==> config.mk <==
export PLATFORM = sky130hd
export DESIGN_NAME = prm_edge_mask_collector
export DESIGN_NICKNAME = d
export VERILOG_FILES = /design/src/rtl/prm_edge_pkg.sv /design/src/rtl/prm_bitmap_serializer.sv /design/src/rtl/prm_edge_mask_collector.sv
export SDC_FILE = /design/constraint.sdc
export NUM_CORES = 2
export LEC_CHECK = 0
export ABC_CLOCK_PERIOD_IN_PS = 63300
export CAP_MARGIN = 0
export CORE_AREA = 2 2 427 429
export CTS_CLUSTER_SIZE = 40
export DETAILED_ROUTE_END_ITERATION = 12
export DIE_AREA = 0 0 429 431
export GPL_ROUTABILITY_DRIVEN = 0
export GPL_TIMING_DRIVEN = 0
export HOLD_SLACK_MARGIN = 0.02
export PLACE_DENSITY = 0.53
export SLEW_MARGIN = 10
export SYNTH_ARGS = -nofsm -noshare
export SYNTH_HDL_FRONTEND = slang
export SYNTH_SLANG_ARGS = --single-unit
==> constraint.sdc <==
create_clock -name clk -period 63.3 [get_ports clk]
set_clock_uncertainty 0.15 [all_clocks]
set_input_delay 15.825 -clock clk [delete_from_list [all_inputs] [get_ports clk]]
set_output_delay 15.825 -clock clk [all_outputs]
set_load 0.005 [all_outputs]
==> src/rtl/prm_edge_pkg.sv <==
// rtl/prm_edge_pkg.sv - shared state type, constants and word-count helper for the PRM edge-mask collector
package prm_edge_pkg;

    typedef enum logic {
        S_COLLECT = 1'b0,
        S_EMIT    = 1'b1
    } state_t;

    localparam int PRM_CODE_W    = 15;
    localparam int PRM_NUM_EDGES = 1024;
    localparam int PRM_WORD_W    = 32;

    function automatic int num_words(input int num_edges, input int word_w);
        return (num_edges + word_w - 1) / word_w;
    endfunction

endpackage

==> src/rtl/prm_bitmap_serializer.sv <==
// rtl/prm_bitmap_serializer.sv - accumulates sampled edge masks and streams the bitmap as zero-padded words
// Optional blocked-edge popcount output under PRM_EDGE_CNT_EN.
module prm_bitmap_serializer
    import prm_edge_pkg::*;
#(
    parameter int NUM_EDGES = PRM_NUM_EDGES,
    parameter int WORD_W    = PRM_WORD_W
) (
    input  logic                         clk,
    input  logic                         rst,
    input  logic                         sample,
    input  logic                         sample_last,
    input  logic [NUM_EDGES-1:0]         edge_mask_vec,
    output logic                         emitting,
    output logic                         done,
    output logic                         out_valid,
    input  logic                         out_ready,
    output logic [WORD_W-1:0]            out_data,
    output logic                         out_last
`ifdef PRM_EDGE_CNT_EN
    ,
    output logic [$clog2(NUM_EDGES+1)-1:0] blocked_cnt
`endif
);

    localparam int NUM_WORDS = num_words(NUM_EDGES, WORD_W);
    localparam int IDX_W     = (NUM_WORDS > 1) ? $clog2(NUM_WORDS) : 1;
    localparam int PAD_W     = NUM_WORDS * WORD_W;
    localparam logic [IDX_W-1:0] LAST_IDX = IDX_W'(NUM_WORDS - 1);

    state_t               state;
    state_t               state_nxt;
    logic [NUM_EDGES-1:0] blocked_q;
    logic [NUM_EDGES-1:0] merged;
    logic [IDX_W-1:0]     word_idx;
    logic [PAD_W-1:0]     padded;
    logic                 at_last;
    logic                 enter_emit;

    assign merged     = blocked_q | edge_mask_vec;
    assign at_last    = (word_idx == LAST_IDX);
    assign enter_emit = (state == S_COLLECT) && sample && sample_last;

    always_comb begin
        state_nxt = state;
        emitting  = 1'b0;
        done      = 1'b0;
        out_valid = 1'b0;
        out_last  = 1'b0;
        case (state)
            S_COLLECT: begin
                if (sample && sample_last) begin
                    state_nxt = S_EMIT;
                end
            end
            S_EMIT: begin
                emitting  = 1'b1;
                out_valid = 1'b1;
                out_last  = at_last;
                if (out_ready && at_last) begin
                    done      = 1'b1;
                    state_nxt = S_COLLECT;
                end
            end
            default: state_nxt = S_COLLECT;
        endcase
    end

    always_ff @(posedge clk or posedge rst) begin
        if (rst) begin
            state     <= S_COLLECT;
            blocked_q <= '0;
            word_idx  <= '0;
        end else begin
            state <= state_nxt;
            if (done) begin
                blocked_q <= '0;
            end else if (sample) begin
                blocked_q <= merged;
            end
            if (done) begin
                word_idx <= '0;
            end else if ((state == S_EMIT) && out_ready) begin
                word_idx <= word_idx + 1'b1;
            end
        end
    end

    // Edges past NUM_EDGES in the final word read as zero.
    always_comb begin
        padded                 = '0;
        padded[NUM_EDGES-1:0]  = blocked_q;
    end

    assign out_data = out_valid ? padded[int'(word_idx) * WORD_W +: WORD_W] : '0;

`ifdef PRM_EDGE_CNT_EN
    localparam int CNT_W = $clog2(NUM_EDGES + 1);

    function automatic logic [CNT_W-1:0] popcount(input logic [NUM_EDGES-1:0] v);
        logic [CNT_W-1:0] n;
        n = '0;
        for (int i = 0; i < NUM_EDGES; i++) begin
            n = n + CNT_W'(v[i]);
        end
        return n;
    endfunction

    // Counted from the merged value so the final obstacle's mask is included.
    always_ff @(posedge clk or posedge rst) begin
        if (rst) begin
            blocked_cnt <= '0;
        end else if (enter_emit) begin
            blocked_cnt <= popcount(merged);
        end else if (done) begin
            blocked_cnt <= '0;
        end
    end
`endif

endmodule

==> src/rtl/prm_edge_mask_collector.sv <==
// rtl/prm_edge_mask_collector.sv - registers obstacle codes for the edge-check array and ORs its masks per frame
// Optional blocked-edge popcount output under PRM_EDGE_CNT_EN.
module prm_edge_mask_collector
    import prm_edge_pkg::*;
#(
    parameter int NUM_EDGES = PRM_NUM_EDGES,
    parameter int CODE_W    = PRM_CODE_W,
    parameter int WORD_W    = PRM_WORD_W
) (
    input  logic                           clk,
    input  logic                           rst,
    input  logic                           obs_valid,
    output logic                           obs_ready,
    input  logic [CODE_W-1:0]              obs_code,
    input  logic                           obs_last,
    output logic [CODE_W-1:0]              chk_code,
    input  logic [NUM_EDGES-1:0]           edge_mask_vec,
    output logic                           out_valid,
    input  logic                           out_ready,
    output logic [WORD_W-1:0]              out_data,
    output logic                           out_last,
    output logic                           busy
`ifdef PRM_EDGE_CNT_EN
    ,
    output logic [$clog2(NUM_EDGES+1)-1:0] blocked_cnt
`endif
);

    logic pend_q;
    logic last_q;
    logic emitting;
    logic done;
    logic handshake;

    // Hold off new codes while the final code's mask is being sampled and during emit.
    assign obs_ready = !emitting && !(pend_q && last_q);
    assign handshake = obs_valid && obs_ready;

    always_ff @(posedge clk or posedge rst) begin
        if (rst) begin
            chk_code <= '0;
            pend_q   <= 1'b0;
            last_q   <= 1'b0;
            busy     <= 1'b0;
        end else begin
            if (handshake) begin
                chk_code <= obs_code;
                pend_q   <= 1'b1;
                last_q   <= obs_last;
                busy     <= 1'b1;
            end else begin
                pend_q <= 1'b0;
                last_q <= 1'b0;
                if (done) begin
                    busy <= 1'b0;
                end
            end
        end
    end

    prm_bitmap_serializer #(
        .NUM_EDGES (NUM_EDGES),
        .WORD_W    (WORD_W)
    ) u_serializer (
        .clk           (clk),
        .rst           (rst),
        .sample        (pend_q),
        .sample_last   (last_q),
        .edge_mask_vec (edge_mask_vec),
        .emitting      (emitting),
        .done          (done),
        .out_valid     (out_valid),
        .out_ready     (out_ready),
        .out_data      (out_data),
        .out_last      (out_last)
`ifdef PRM_EDGE_CNT_EN
        ,
        .blocked_cnt   (blocked_cnt)
`endif
    );

endmodule
---- Word-level counts from Yosys, hierarchy flattened ----
Cells that the tools add are included.
storage, ports and cells
  bits in registers ....................... 1048
  bits of input ports ..................... 1044
  output and inout port bits .............. 51
  logic and storage cells ................. 38
operators by class
  add/sub/neg operators ................... 1
  equal/unequal tests ..................... 1
  shifts and indexed selects .............. 1
  muxes and demuxes ....................... 16
  bitwise operators ....................... 2
  reduce and logical (&&, ||, !) cells .... 10
operators by type and width
  cell                                                           number
  1024-bit 2-to-1 mux                                            2
  1024-bit OR                                                    1
  1024-bit by 11-bit variable part select with 32-bit output     1
  32-bit 2-to-1 mux                                              1
  1-bit 2-to-1 mux                                               10
  5-bit 2-to-1 mux                                               2
  2-bit nonzero test                                             3
  5-bit by 1-bit adder with 5-bit output, second input constant  1
  5-bit == test, second input constant                           1
  1-bit logical AND                                              5
  1-bit logical NOT                                              2
  1-bit one-hot mux with 2 select lines                          1
  1-bit NOT                                                      1

---- Logic depth before layout (Yosys ltp) ----
  depth after elaboration ................. 6
  mapped depth ............................ 12
  gate-level depth less buffers ........... 6

---- Cells and area by module ----
A second synthesis with hierarchy kept.
second synthesis, totals
  cell total of the unflattened synthesis .. 4002
  area, all modules ....................... 44685.4 µm²
by module, submodules not included
  module                   times used  cells each  area each (µm²)  seq. area each (µm²)
  prm_bitmap_serializer    1           3961        43982.2          25774.7
  prm_edge_mask_collector  1           41          703.2            450.4

---- Worst setup path after synthesis ----
Ideal clock, no wire load.
  kind .................................... reg-to-output
  start ................................... reg u_serializer.word_idx[1]
  end ..................................... out out_data[31]
  arrival ................................. 1.729 ns
  required time ........................... 47.325 ns
  setup slack ............................. 45.596 ns
  stages on the path, launching flop included .. 8
  buffers on the path ..................... 3
  cells stage by stage .................... dfrtp_1 buf_6 buf_6 buf_2 mux4_2 mux2_1 o221ai_1 a31oi_1
on the way
  cells in the longest elaborated chain, start to end .. 2
ends and longest elaborated chain
  item                                                        line                           RTL
  from (decl)                                                 prm_bitmap_serializer.sv:35    logic [IDX_W-1:0] word_idx;
  from (signal assigned)                                      prm_bitmap_serializer.sv:84    word_idx <= word_idx + 1'b1;
  1024-bit by 11-bit variable part select with 32-bit output  prm_bitmap_serializer.sv:95    assign out_data = out_valid ? padded[int'(word_idx) * WORD_W +: WORD_W] : '0;
  32-bit 2-to-1 mux                                           prm_bitmap_serializer.sv:95
  to (decl)                                                   prm_edge_mask_collector.sv:20  output logic [WORD_W-1:0] out_data,
Every way passes these cells.

---- Worst setup path in the final report ----
  start ................................... reg u_serializer.word_idx[2]
  end ..................................... out out_data[7]
The elaborated chain is that of the path after synthesis.

==> out/results.ini <==
[outcome]
outcome = complete, but fails checks
failed_checks = capacitance limit, slew limit

[setup_path]
path_cells = buf_2 -> buf_4 -> clkbuf_1 -> mux2_2 -> o221ai_1 -> a31oi_1 -> clkdlybuf4s50_1
cp_top_family = buffers and inverters
cp_max_fo = 10
cp.required_ns = 47.32
path_buf_inv = 4
critPathMaxStageDelay_ns = 1.17
critPathKind = register to output port
endpoint_kind = output port
slowest_stage = o221ai_1
start_kind = register
worstPathArrival_ns = 5.24

[die]
ios = 1095
fp-row-count = 156
die_y_um = 431
die_area_um2 = 184900
dieWidth_um = 429
initial_utilization_pct = 24.76
core_um2 = 180200

[sta]
worst_pin_slew_ns = 1.575
hold_violations = 0
holdWs_ns = 0.3391
setup_tns_ns = 0
rsz0062_at_grt = no
setup_violations = 0
relSlewSlack_pct = -4.994
max_freq_ghz = 0.04714
post-route-period-util_pct = 33.51
slew_violations = 2
period_minus_slack_ns = 21.21

[synthesis]
ys_types = 32
yosysSeqAreaShare_pct = 58.78
postSynthCellCount = 4001
synth_area_leaders = dfrtp_1 59%, a21oi_1 12%, mux4_2 11%
synth_warnings = 0
avgSynthCellArea_um2 = 11.15
yosysTopAreaCellShare_pct = 58.78
yosys_register_bits = 1048
syn_nets = 5047
yosysTopAreaCell = dfrtp_1
syn-cell-area_um2 = 44610

[detailed_routing]
vias = 39790
drt_wl_total_um = 257900
first_pass_iters = 5
routedWlPerCell_um = 33.25
via_per_inst = 5.130
ant_nets = 0
drc = 0
drtIter0Drc = 3819

[cts]
clkTransAtPathRegs_ns = 0.08
post_cts_resized = 0
cts_root_buffer = clkbuf_16
clockBufferDepth = 3
cts_inserted_buffers = 118
cts_setup_buffers = 0
cts.hold.buffers_added = 0
tritoncts = done
clock-sinks = 1048
clk_latency_ns = 0.81
htree_levels = 3

[worst_hold_path]
hold_class = register to register

[power]
switching_share_pct = 41.40
power.switching_uw = 1444
power_uw = 3487
p_int_uw = 2043
power.density_nw_per_um2 = 55.29
combPwrFrac_pct = 44.0
pwr-share-clk_pct = 20.9
seqPwrFrac_pct = 35.1
ir_worst_vdd_v = 0.00003315
leakagePower_uw = 0.02635

[grt]
grt_max_degree = 115
grt_pass1_vias = 40309
grt_remaining_overflow = 0
track_usage_pct = 27.17
grt_pass1_wl_um = 344700
antenna_found_initial = 76

[flow_run]
max_cap_violations = 1

[final_layout]
postLayoutCellArea_um2 = 63070
fin_util_pct = 35.01
area_delta_synth_final_pct = 41.36
finish.net_count = 6272
drive_above_1_share_pct = 11.36

[place]
place_hpwl_um = 203900
placed_area_um2 = 58850
port_buffers = 1094

area by class of cell:
type | instances | area, µm²
timing repair buffer | 1105 | 11250
multi-input combinational | 2620 | 16940
tap | 2370 | 2965
clock inverter | 44 | 563.0
clock buffer | 176 | 3493
buffer | 329 | 1459
antenna | 60 | 150.1
sequential | 1048 | 26230
inverter | 4 | 22.52
fill | 18215 | 117100
layout by cell type (no fill, tap or decap), drive strengths merged, types with 3 or more instances in the layout:
cell type	instances
clkdlybuf4s50	1094
dfrtp	1048
nor2	1030
a21oi	1026
clkbuf	413
mux4	224
buf	103
mux2	79
mux2i	64
diode	60
a22oi	32
a31oi	32
o221ai	32
o21ai	30
a221oi	24
clkinv	24
nand2	22
bufinv	11
o2111ai	8
inv	8
clkinvlp	5
and3	3
nand2b	3
path summary, 6_finish.rpt:
kind | startpoint | to | slack, ns | cells after the start
worst max register to register | u_serializer.word_idx[3]$_DFFE_PP0P_ | u_serializer.blocked_q[545]$_DFFE_PP0P_ | 58.08 | 10
worst min register to register | u_serializer.blocked_q[637]$_DFFE_PP0P_ | u_serializer.blocked_q[637]$_DFFE_PP0P_ | 0.34 | 2
worst min-delay path | u_serializer.blocked_q[637]$_DFFE_PP0P_ | u_serializer.blocked_q[637]$_DFFE_PP0P_ | 0.34 | 2
worst max-delay path | u_serializer.word_idx[2]$_DFFE_PP0P_ | out_data[7] | 42.09 | 7
max in group asynchronous | rst | u_serializer.blocked_q[214]$_DFFE_PP0P_ | 45.21 | 6
min in group asynchronous | rst | u_serializer.blocked_q[929]$_DFFE_PP0P_ | 15.26 | 2
worst register-to-register path: cells and delay by family, from the launching register on:
kind	cells	cell delay, ns
AND/OR/NAND/NOR	3	0.57
buffers and inverters	6	3.48
flip-flops	1	0.58
adder cells (fa/ha/maj)	1	0.28
cell usage after synthesis:
| cell type | count |
|---|---|
| a21oi_1 | 1026 |
| o2111ai_1 | 8 |
| clkbuf_1 | 237 |
| nand2b_1 | 3 |
| buf_2 | 54 |
| o221ai_1 | 32 |
| o21ai_0 | 6 |
| and2_1 | 2 |
| a22oi_1 | 32 |
| o21ai_1 | 24 |
| a221oi_1 | 24 |
| inv_1 | 3 |
| mux2_1 | 1 |
| nor2b_1 | 1 |
| nand2_1 | 22 |
| buf_1 | 8 |
| nor3_1 | 2 |
| buf_6 | 8 |
| and3_1 | 3 |
| mux4_2 | 224 |
| dfrtp_1 | 1048 |
| or2_2 | 1 |
| mux2_2 | 78 |
| a21o_1 | 1 |
| ha_1 | 2 |
| nor2_1 | 1030 |
| inv_2 | 1 |
| a31oi_1 | 32 |
| nand3_1 | 1 |
| buf_4 | 22 |
| mux2i_1 | 64 |
| nor2b_2 | 1 |
cell families (layout without fill, tap and decap cells):
family	Yosys count	count (layout)	share of synthesized area [%]
compound gates	1185	1185	14.11
simple gates	1066	1066	9.045
flops	1048	1048	58.78
mux	367	367	14.74
buf+inv	333	1658	3.273
fa+ha+maj	2	2	0.05608
other cells	0	60	0
flip-flops by register name, summed over array words and instances, names as in the netlist:
register                cells
busy                        1
chk_code                   15
last_q                      1
pend_q                      1
u_serializer.blocked_q   1024
u_serializer.state          1
u_serializer.word_idx       5
per-stage QoR:
step	cells	setup WS [ns]
CTS	7696	42.27
global placement	7465	3.770
finish	7756	42.09
global route	7741	42.15
floorplan	4001	17.83
detailed placement	7476	43.16
layer usage:
metal	share of wire, %	vias up	GRT usage (%)	wire (µm)
met5	0.17	-	0	435
met4	4.6	36	13.10	11810
met3	6.9	406	5.860	17860
met2	50	1957	46.35	129500
met1	38	20720	32.53	98250
li1	-	16671	-	-
power by group through the flow:
stage	logic, µW	clock network [µW]	registers [µW]
floorplan	799	0	1150
global placement	1530	0	1220
detailed placement	1550	0	1220
CTS	1550	738	1210
global route	1620	766	1250
finish	1530	730	1220
Power figures use the tool's default switching activity.
